<file path="src/rtl/flash_audio_pkg.sv">
// Shared constants for the flash-to-codec playback sequencer.
// Holds word geometry and the playback and fetch state encodings.
package flash_audio_pkg;

    localparam int unsigned WORD_W    = 16;
    localparam int unsigned SHIFT_LEN = 16;

    // Playback state encoding
    localparam logic [2:0] StIdle   = 3'd0;
    localparam logic [2:0] StPrime  = 3'd1;
    localparam logic [2:0] StWaitLr = 3'd2;
    localparam logic [2:0] StShift  = 3'd3;
    localparam logic [2:0] StPaused = 3'd4;

    // Fetch engine encoding
    localparam logic [1:0] FsIdle = 2'd0;
    localparam logic [1:0] FsRead = 2'd1;
    localparam logic [1:0] FsHold = 2'd2;

endpackage

</file>
<file path="src/rtl/audio_word_shifter.sv">
// Loads one audio word and shifts it out MSB-first, one bit per clock.
// Output is forced to 0 whenever no word is being shifted.
module audio_word_shifter
    import flash_audio_pkg::*;
(
    input  logic              i_clk,
    input  logic              i_rst_n,
    input  logic              i_load,
    input  logic              i_clear,
    input  logic [WORD_W-1:0] i_data,
    output logic              o_dat,
    output logic              o_done
);

    localparam logic [3:0] LastBit = 4'(SHIFT_LEN - 1);

    logic [WORD_W-1:0] sh_q;
    logic [3:0]        cnt_q;
    logic              active_q;

    always_ff @(posedge i_clk) begin
        if (!i_rst_n || i_clear) begin
            sh_q     <= '0;
            cnt_q    <= '0;
            active_q <= 1'b0;
        end else if (i_load) begin
            sh_q     <= i_data;
            cnt_q    <= '0;
            active_q <= 1'b1;
        end else if (active_q) begin
            sh_q  <= {sh_q[WORD_W-2:0], 1'b0};
            cnt_q <= cnt_q + 4'd1;
            if (cnt_q == LastBit) begin
                active_q <= 1'b0;
            end
        end
    end

    assign o_dat  = active_q & sh_q[WORD_W-1];
    assign o_done = active_q && (cnt_q == LastBit);

endmodule

</file>
<file path="src/rtl/flash_audio_seq.sv">
// Playback sequencer: fetches words from parallel flash into a single buffer
// and serialises each one onto the codec DAC line on every LRCK edge.
module flash_audio_seq
    import flash_audio_pkg::*;
#(
    parameter int unsigned ADDR_W     = 22,
    parameter int unsigned FLASH_WAIT = 4
) (
    input  logic              i_clk,
    input  logic              i_rst_n,
    input  logic              i_play,
    input  logic              i_pause,
    input  logic              i_stop,
    input  logic              i_loop,
    input  logic [ADDR_W-1:0] i_start_addr,
    input  logic [ADDR_W-1:0] i_end_addr,
    input  logic              i_daclrck,
    input  logic [15:0]       i_flash_dq,
    output logic [ADDR_W-1:0] o_flash_addr,
    output logic              o_flash_oe_n,
    output logic              o_aud_dacdat,
    output logic              o_busy,
    output logic              o_done
);

    localparam logic [3:0] WaitLast = 4'(FLASH_WAIT - 1);

    logic [2:0]        state_q, state_d;
    logic              pause_q, pause_d;
    logic              done_q, done_d;
    logic              lrck_q;
    logic [ADDR_W-1:0] start_q, end_q, cur_q;
    logic              loop_q, remain_q;
    logic [1:0]        fst_q;
    logic [3:0]        wcnt_q;
    logic              oe_n_q;
    logic [WORD_W-1:0] buf_q;
    logic              buf_valid_q, buf_last_q, shift_last_q;

    logic lr_edge, play_ok, pause_now, fetch_busy, fetch_start, fetch_ready;
    logic shift_load, shift_done;

    assign lr_edge     = i_daclrck != lrck_q;
    assign play_ok     = (state_q == StIdle) && i_play && !i_stop && !i_pause &&
                         (i_end_addr >= i_start_addr);
    assign pause_now   = pause_q | i_pause;
    assign fetch_busy  = fst_q != FsIdle;
    assign fetch_ready = buf_valid_q && !fetch_busy;
    // The first fetch launches on the accepting edge so OE falls the next cycle
    assign fetch_start = play_ok ||
                         (!fetch_busy && !buf_valid_q && remain_q && !i_stop &&
                          (state_q == StPrime || state_q == StWaitLr || state_q == StShift));

    always_comb begin
        state_d    = state_q;
        pause_d    = pause_q;
        done_d     = 1'b0;
        shift_load = 1'b0;
        unique case (state_q)
            StIdle: begin
                if (play_ok) begin
                    state_d = StPrime;
                    pause_d = 1'b0;
                end
            end
            StPrime, StWaitLr: begin
                if (i_pause) pause_d = 1'b1;
                if (fetch_ready && pause_now) begin
                    state_d = StPaused;
                    pause_d = 1'b0;
                end else if (state_q == StPrime) begin
                    if (fetch_ready) state_d = StWaitLr;
                end else if (lr_edge && buf_valid_q) begin
                    shift_load = 1'b1;
                    state_d    = StShift;
                end
            end
            StShift: begin
                if (i_pause) pause_d = 1'b1;
                if (shift_done) begin
                    if (shift_last_q) begin
                        state_d = StIdle;
                        done_d  = 1'b1;
                        pause_d = 1'b0;
                    end else if (pause_now) begin
                        state_d = StPaused;
                        pause_d = 1'b0;
                    end else begin
                        state_d = StWaitLr;
                    end
                end
            end
            StPaused: begin
                if (i_play && !i_pause) state_d = StWaitLr;
            end
            default: state_d = StIdle;
        endcase
        if (i_stop) begin
            state_d    = StIdle;
            pause_d    = 1'b0;
            done_d     = 1'b0;
            shift_load = 1'b0;
        end
    end

    always_ff @(posedge i_clk) begin
        if (!i_rst_n) begin
            state_q      <= StIdle;
            pause_q      <= 1'b0;
            done_q       <= 1'b0;
            lrck_q       <= 1'b0;
            start_q      <= '0;
            end_q        <= '0;
            cur_q        <= '0;
            loop_q       <= 1'b0;
            remain_q     <= 1'b0;
            fst_q        <= FsIdle;
            wcnt_q       <= '0;
            oe_n_q       <= 1'b1;
            buf_q        <= '0;
            buf_valid_q  <= 1'b0;
            buf_last_q   <= 1'b0;
            shift_last_q <= 1'b0;
        end else begin
            state_q <= state_d;
            pause_q <= pause_d;
            done_q  <= done_d;
            lrck_q  <= i_daclrck;
            if (play_ok) begin
                start_q  <= i_start_addr;
                end_q    <= i_end_addr;
                cur_q    <= i_start_addr;
                loop_q   <= i_loop;
                remain_q <= 1'b1;
            end
            if (shift_load) begin
                buf_valid_q  <= 1'b0;
                shift_last_q <= buf_last_q;
            end
            if (i_stop) begin
                fst_q       <= FsIdle;
                oe_n_q      <= 1'b1;
                buf_valid_q <= 1'b0;
                remain_q    <= 1'b0;
            end else begin
                unique case (fst_q)
                    FsIdle: begin
                        if (fetch_start) begin
                            fst_q  <= FsRead;
                            oe_n_q <= 1'b0;
                            wcnt_q <= '0;
                        end
                    end
                    FsRead: begin
                        wcnt_q <= wcnt_q + 4'd1;
                        if (wcnt_q == WaitLast) begin
                            buf_q       <= i_flash_dq;
                            buf_valid_q <= 1'b1;
                            buf_last_q  <= (cur_q == end_q) && !loop_q;
                            oe_n_q      <= 1'b1;
                            fst_q       <= FsHold;
                        end
                    end
                    // Address advances one cycle after OE rises to keep it stable
                    FsHold: begin
                        fst_q <= FsIdle;
                        if (cur_q == end_q) begin
                            if (loop_q) cur_q <= start_q;
                            else        remain_q <= 1'b0;
                        end else begin
                            cur_q <= cur_q + ADDR_W'(1);
                        end
                    end
                    default: fst_q <= FsIdle;
                endcase
            end
        end
    end

    audio_word_shifter u_shifter (
        .i_clk   (i_clk),
        .i_rst_n (i_rst_n),
        .i_load  (shift_load),
        .i_clear (i_stop),
        .i_data  (buf_q),
        .o_dat   (o_aud_dacdat),
        .o_done  (shift_done)
    );

    assign o_flash_addr = play_ok ? i_start_addr : cur_q;
    assign o_flash_oe_n = oe_n_q;
    assign o_busy       = state_q != StIdle;
    assign o_done       = done_q;

endmodule

</file>
<file path="config.mk">
export PLATFORM = sky130hd
export DESIGN_NAME = flash_audio_seq
export DESIGN_NICKNAME = d
export VERILOG_FILES = /design/src/rtl/flash_audio_pkg.sv /design/src/rtl/audio_word_shifter.sv /design/src/rtl/flash_audio_seq.sv
export SDC_FILE = /design/constraint.sdc
export NUM_CORES = 1
export LEC_CHECK = 0
export BUFFER_PORTS_ARGS = -buffer_cell sky130_fd_sc_hd__buf_4
export CAP_MARGIN = 20
export CORE_MARGIN = 2
export CORE_UTILIZATION = 51
export DETAILED_ROUTE_END_ITERATION = 7
export GPL_ROUTABILITY_DRIVEN = 0
export PLACE_DENSITY = 0.84
export REMOVE_ABC_BUFFERS = 1
export SETUP_SLACK_MARGIN = 0.4
export SYNTH_ARGS = -nofsm -noshare
export SYNTH_HDL_FRONTEND = slang
export SYNTH_SLANG_ARGS = --single-unit
</file>
<file path="constraint.sdc">
create_clock -name i_clk -period 5.89 [get_ports i_clk]
set_clock_uncertainty 0.2 [all_clocks]
set_input_delay 1.178 -clock i_clk [delete_from_list [all_inputs] [get_ports i_clk]]
set_output_delay 1.178 -clock i_clk [all_outputs]
set_load 0.05 [all_outputs]
</file>
## Word level (Yosys, flattened, before mapping)

Index checks and enable logic that the tools add are counted.

| storage, ports and cells | value |
|---|---|
| register bits | 121 |
| bits of input ports | 67 |
| output and inout bits | 26 |
| logic and storage cells | 135 |

| cells by class | value |
|---|---|
| add/sub/neg operators | 3 |
| order comparisons | 1 |
| equal/unequal tests | 17 |
| muxes and demuxes | 48 |
| bitwise gates (word level) | 6 |
| reduce and logical (&&, ||, !) cells | 41 |

Operators by type and width:

| cell | count |
|---|---|
| two-way mux 22 bit | 5 |
| two-way mux 16 bit | 2 |
| two-way mux 3 bit | 9 |
| two-way mux 1 bit | 24 |
| adder 22 x 1 -> 22 bit, second input constant | 1 |
| == test 22 bit | 1 |
| greater-or-equal comparator 22 bit | 1 |
| logical AND 1 bit | 14 |
| case mux 3 bit (4 select lines) | 1 |
| != test 2 bit, second input constant | 5 |
| AND reduction 3 bit | 3 |
| adder 4 x 1 -> 4 bit, second input constant | 2 |
| != test 4 bit, second input constant | 2 |
| case mux 4 bit (2 select lines) | 1 |
| == test 3 x 2 -> 1 bit, second input constant | 2 |
| zero test 1 bit | 6 |
| nonzero test 2 bit | 3 |
| nonzero test 3 bit | 2 |
| OR reduction 2 bit | 3 |
| AND reduction 5 bit | 1 |
| == test 4 x 2 -> 1 bit, second input constant | 1 |
| == test 4 bit, second input constant | 1 |
| logical OR 1 bit | 4 |
| two-way mux 2 bit | 2 |
| other kinds (16) | 20 |

## Logic depth before layout (Yosys ltp)

| logic depth | value |
|---|---|
| depth after elaboration | 10 |
| depth in mapped cells | 11 |
| mapped depth without buffers | 9 |

## Modules after synthesis

Synthesis repeated with hierarchy kept, for this count alone.

| unflattened totals | value |
|---|---|
| cells, all modules | 749 |
| area, all modules | 6,625.1 µm² |

Modules (own cells, without submodules):

| module | instances | cells an instance | area an instance (µm²) | sequential area each (µm²) |
|---|---|---|---|---|
| flash_audio_seq | 1 | 653 | 5,605.4 | 2,001.9 |
| audio_word_shifter | 1 | 96 | 1,019.7 | 420.4 |

## Worst setup path before layout

Ideal clock, no wire load.

| timing | value |
|---|---|
| kind | input -> output |
| start point | input i_start_addr[3] |
| end point | output o_flash_addr[10] |
| arrival time | 3,887 ps |
| required time | 4,512 ps |
| setup slack | 625 ps |
| stages | 10 |
| path buffers | 2 |
| cells stage by stage | inv_1 -> ha_1 -> a21o_1 -> a211oi_1 -> o21ai_1 -> a21o_1 -> o31a_2 -> buf_6 -> buf_2 -> o21ai_0 |

| between the ends | value |
|---|---|
| cells in the longest elaborated chain, start to end | 3 |

RTL lines:

| what | line | text |
|---|---|---|
| start, declared | flash_audio_seq.sv:15 | `input logic [ADDR_W-1:0] i_start_addr,` |
| greater-or-equal comparator 22 bit | flash_audio_seq.sv:45 | `(i_end_addr >= i_start_addr);` |
| logical AND 1 bit | flash_audio_seq.sv:44 | `assign play_ok = (state_q == StIdle) && i_play && !i_stop && !i_pause &&` |
| two-way mux 22 bit | flash_audio_seq.sv:190 | `assign o_flash_addr = play_ok ? i_start_addr : cur_q;` |
| end, declared | flash_audio_seq.sv:19 | `output logic [ADDR_W-1:0] o_flash_addr,` |

No other way between the ends.

## Worst setup path in the final report

| timing | value |
|---|---|
| start point | input i_start_addr[21] |
| end point | output o_flash_addr[10] |

Same word-level chain as after synthesis.

==> flow_metrics.py <==
metrics = {
    "run_status": {
        "status": "complete, no violations",
    },
    "route": {
        "viasPerCell": 5.698,
        "wl_per_cell_um": 15.64,
        "dr.pass1.iters": 5,
        "num_vias": 6159,
        "final_antenna_net_count": 0,
        "drt_wl_total_mm": 16.91,
        "drt_iter0_markers": 719,
        "drc": 0,
    },
    "clock_network": {
        "cts_hold_buf": 0,
        "post_cts_buffers": 0,
        "clock_path_buffers": 2,
        "h-tree-depth": 4,
        "insertion_delay_ps": 420,
        "cts.sinks": 121,
        "cts_tree": "yes",
        "cts_resized": 0,
        "cts_buffers": 17,
        "cts-root-buf": "clkbuf_16",
        "clkTransAtPathRegs_ps": 50,
    },
    "finish": {
        "area_delta_synth_final_pct": 20.79,
        "num_antenna_cells": 0,
        "multiInputGateArea_um2": 3689,
        "fill_cells": 1075,
        "nets": 988,
        "drive_above_1_share_pct": 16.39,
        "seq_area_um2": 2422,
    },
    "die": {
        "ioPinCount": 93,
        "die_w_um": 117.1,
        "rows": 41,
        "die_area_um2": 13710,
        "die_y_um": 117.1,
        "core_area_um2": 12570,
        "initial_core_util_pct": 51.92,
    },
    "critical_path": {
        "cp_max_fo": 35,
        "cpMaxStageDelayCell": "or3_1",
        "crit_top_cell": "buf_4",
        "crit_chain": "buf_4 > inv_1 > ha_1 > nand4_1 > or3_1 > nor4_4 > a21o_1 > o31a_2 > buf_4 > nand2_1 > o21ai_0 > buf_4",
        "critPathMaxStageDelay_ps": 470,
        "cp.arrival_ps": 3810,
        "crit_path_start_kind": "input port",
        "worstPathRequired_ps": 4510,
        "critPathKind": "in -> out",
        "end_kind": "primary output",
        "critical_path.top_delay_family": "simple AND/OR/NAND/NOR gates",
        "path_buf_inv": 4,
    },
    "sta": {
        "finalSetupTns_ps": 0,
        "hold_viol": 0,
        "rsz0062_at_grt": "false",
        "max_freq_mhz": 192.6,
        "setup_viol": 0,
        "max_slew_margin_pct": 26.29,
        "worst_pin_slew_ps": 1104,
        "period_share_pct": 88.15,
        "hold_slack_ps": 252.7,
        "worst_slack_ps": 698.1,
        "finalCriticalPeriod_ps": 5192,
        "drv_slew": 0,
    },
    "placed_design": {
        "post-dp-hpwl_mm": 11.19,
        "post-place-ws_ps": 746.7,
        "portBuffers": 92,
    },
    "synth": {
        "synth_edf_count": 0,
        "yosysUniqueCellTypes": 54,
        "ys_ff_latch": 121,
        "syn_area_um2": 6525,
        "synthFlopType": "dfxtp_1",
        "yosys-top-cells-area": "dfxtp_1, nand2_1, a21oi_1",
        "ys_seq_area_share_pct": 37.12,
        "synthCells": 842,
        "synth_top_area_share_pct": 37.12,
        "yosys_warnings": 0,
        "synthArstFlopShare_pct": 0,
        "synth_area_per_cell_um2": 7.749,
        "yosysTopAreaCell": "dfxtp_1",
    },
    "global_route": {
        "grt_pass1_wl_mm": 27.39,
        "antenna_found_initial": 0,
        "first_global_vias": 5781,
        "track_usage_pct": 25.59,
        "grt_max_degree": 43,
        "gr-total-overflow": 0,
    },
    "power_and_ir_drop": {
        "ir_drop_v": 0.0002486,
        "p_leak_nw": 3.220,
        "powerDensity_nw_per_um2": 288.5,
    },
    "hold_path": {
        "hold_path.class": "reg -> reg",
    },
    "job": {
        "cap_violations": 0,
    },
}
-- Yosys cell counts, types with 4 or more instances --
cell type / count
buf_2: 16
dfxtp_1: 121
a21o_1: 18
o21ai_0: 5
buf_4: 4
a211oi_1: 17
nor3_1: 8
xor2_1: 17
clkbuf_1: 39
nand4_1: 13
nor4_1: 5
nand2b_1: 7
a21oi_1: 81
ha_1: 25
nand3_1: 52
buf_6: 4
xnor2_1: 31
nor2_1: 41
inv_1: 29
o221ai_1: 21
o211ai_1: 4
nand2_1: 210
or3_1: 4
mux2i_1: 22
-- layout by cell type (no fill, tap or decap), types with 18 or more instances in the layout --
master and count:
ha_1 25, mux2i_1 22, dfxtp_1 121, a21oi_1 81, inv_1 28, nand2_1 210, a21o_1 18, nor2_1 41
nand3_1 52, buf_4 99, o221ai_1 21, xnor2_1 31
-- stage by stage --
step | power (mW) | cells | cell area (um2) | util [%]
after detailed placement | 1.149 | 1047 | 7198 | 57.27
after global placement | 1.146 | 1047 | 7198 | 57.27
after CTS | 2.280 | 1079 | 7840 | 62.38
final | 2.274 | 1081 | 7881 | 62.71
after global routing | 2.353 | 1081 | 7881 | 62.71
after floorplan | 1.049 | 775 | 6206 | -
-- cell type report --
cell class	instances	area share [%]
Timing Repair Buffer	102	10.21
Clock buffer	18	5.572
Clock inverter	14	2.572
Sequential cell	121	30.73
Multi-Input combinational cell	625	46.80
Tap cell	172	2.731
Inverter	29	1.381
-- worst reg2reg max path, delay by kind of cell, from the launching register on --
kind / cells / cell delay (ps)
and+or+nand+nor: 4 / 1250
DFF: 1 / 370
xor gates and xnor gates: 1 / 360
AOI/OAI and AO/OA: 2 / 690
-- worst paths after layout --
check | start | cells after the start | endpoint | slack (ps)
hold / removal | start_q[1] | 2 | start_q[1] | 250
setup / recovery | i_start_addr[21] | 12 | o_flash_addr[10] | 700
setup reg to reg | cur_q[14] | 7 | cur_q[7] | 2920
hold reg to reg | start_q[1] | 2 | start_q[1] | 250
-- flip-flops by register name (all words and copies together) (netlist names) --
signal,cells
buf_last_q,1
buf_q,16
buf_valid_q,1
cur_q,22
end_q,22
fst_q,2
loop_q,1
lrck_q,1
o_done,1
o_flash_oe_n,1
pause_q,1
remain_q,1
shift_last_q,1
start_q,22
state_q,3
u_shifter.active_q,1
u_shifter.cnt_q,4
u_shifter.sh_q,16
wcnt_q,4
-- routing by layer --
metal / wire (um) / vias to the layer above / track usage, % / part of all wire (%)
met3: 1093 / 43 / 6.128 / 6.5
met4: 539 / 0 / 13.33 / 3.2
met2: 8067 / 257 / 41.58 / 48
met5: 0 / - / 0 / 0
li1: - / 3007 / - / -
met1: 7207 / 2852 / 31.65 / 43
-- power by group --
group          leakage (nW)  internal [mW]  switching (mW)
clock                 0.311          0.756           0.381
sequential            0.977          0.831          0.0140
combinational          1.93          0.117           0.176
total                  3.22           1.70           0.571
-- kinds of logic (layout without fill, tap and decap cells) --
| group | Yosys count | after routing | synth area share (%) |
|---|---|---|---|
| compound gates | 165 | 165 | 16.68 |
| xor+xnor | 48 | 48 | 6.443 |
| fa+ha+maj | 25 | 25 | 4.794 |
| buf+inv | 96 | 163 | 6.558 |
| flops | 121 | 121 | 37.12 |
| mux | 23 | 23 | 3.547 |
| simple gates | 364 | 364 | 24.85 |
Power figures use the tool's default switching activity.
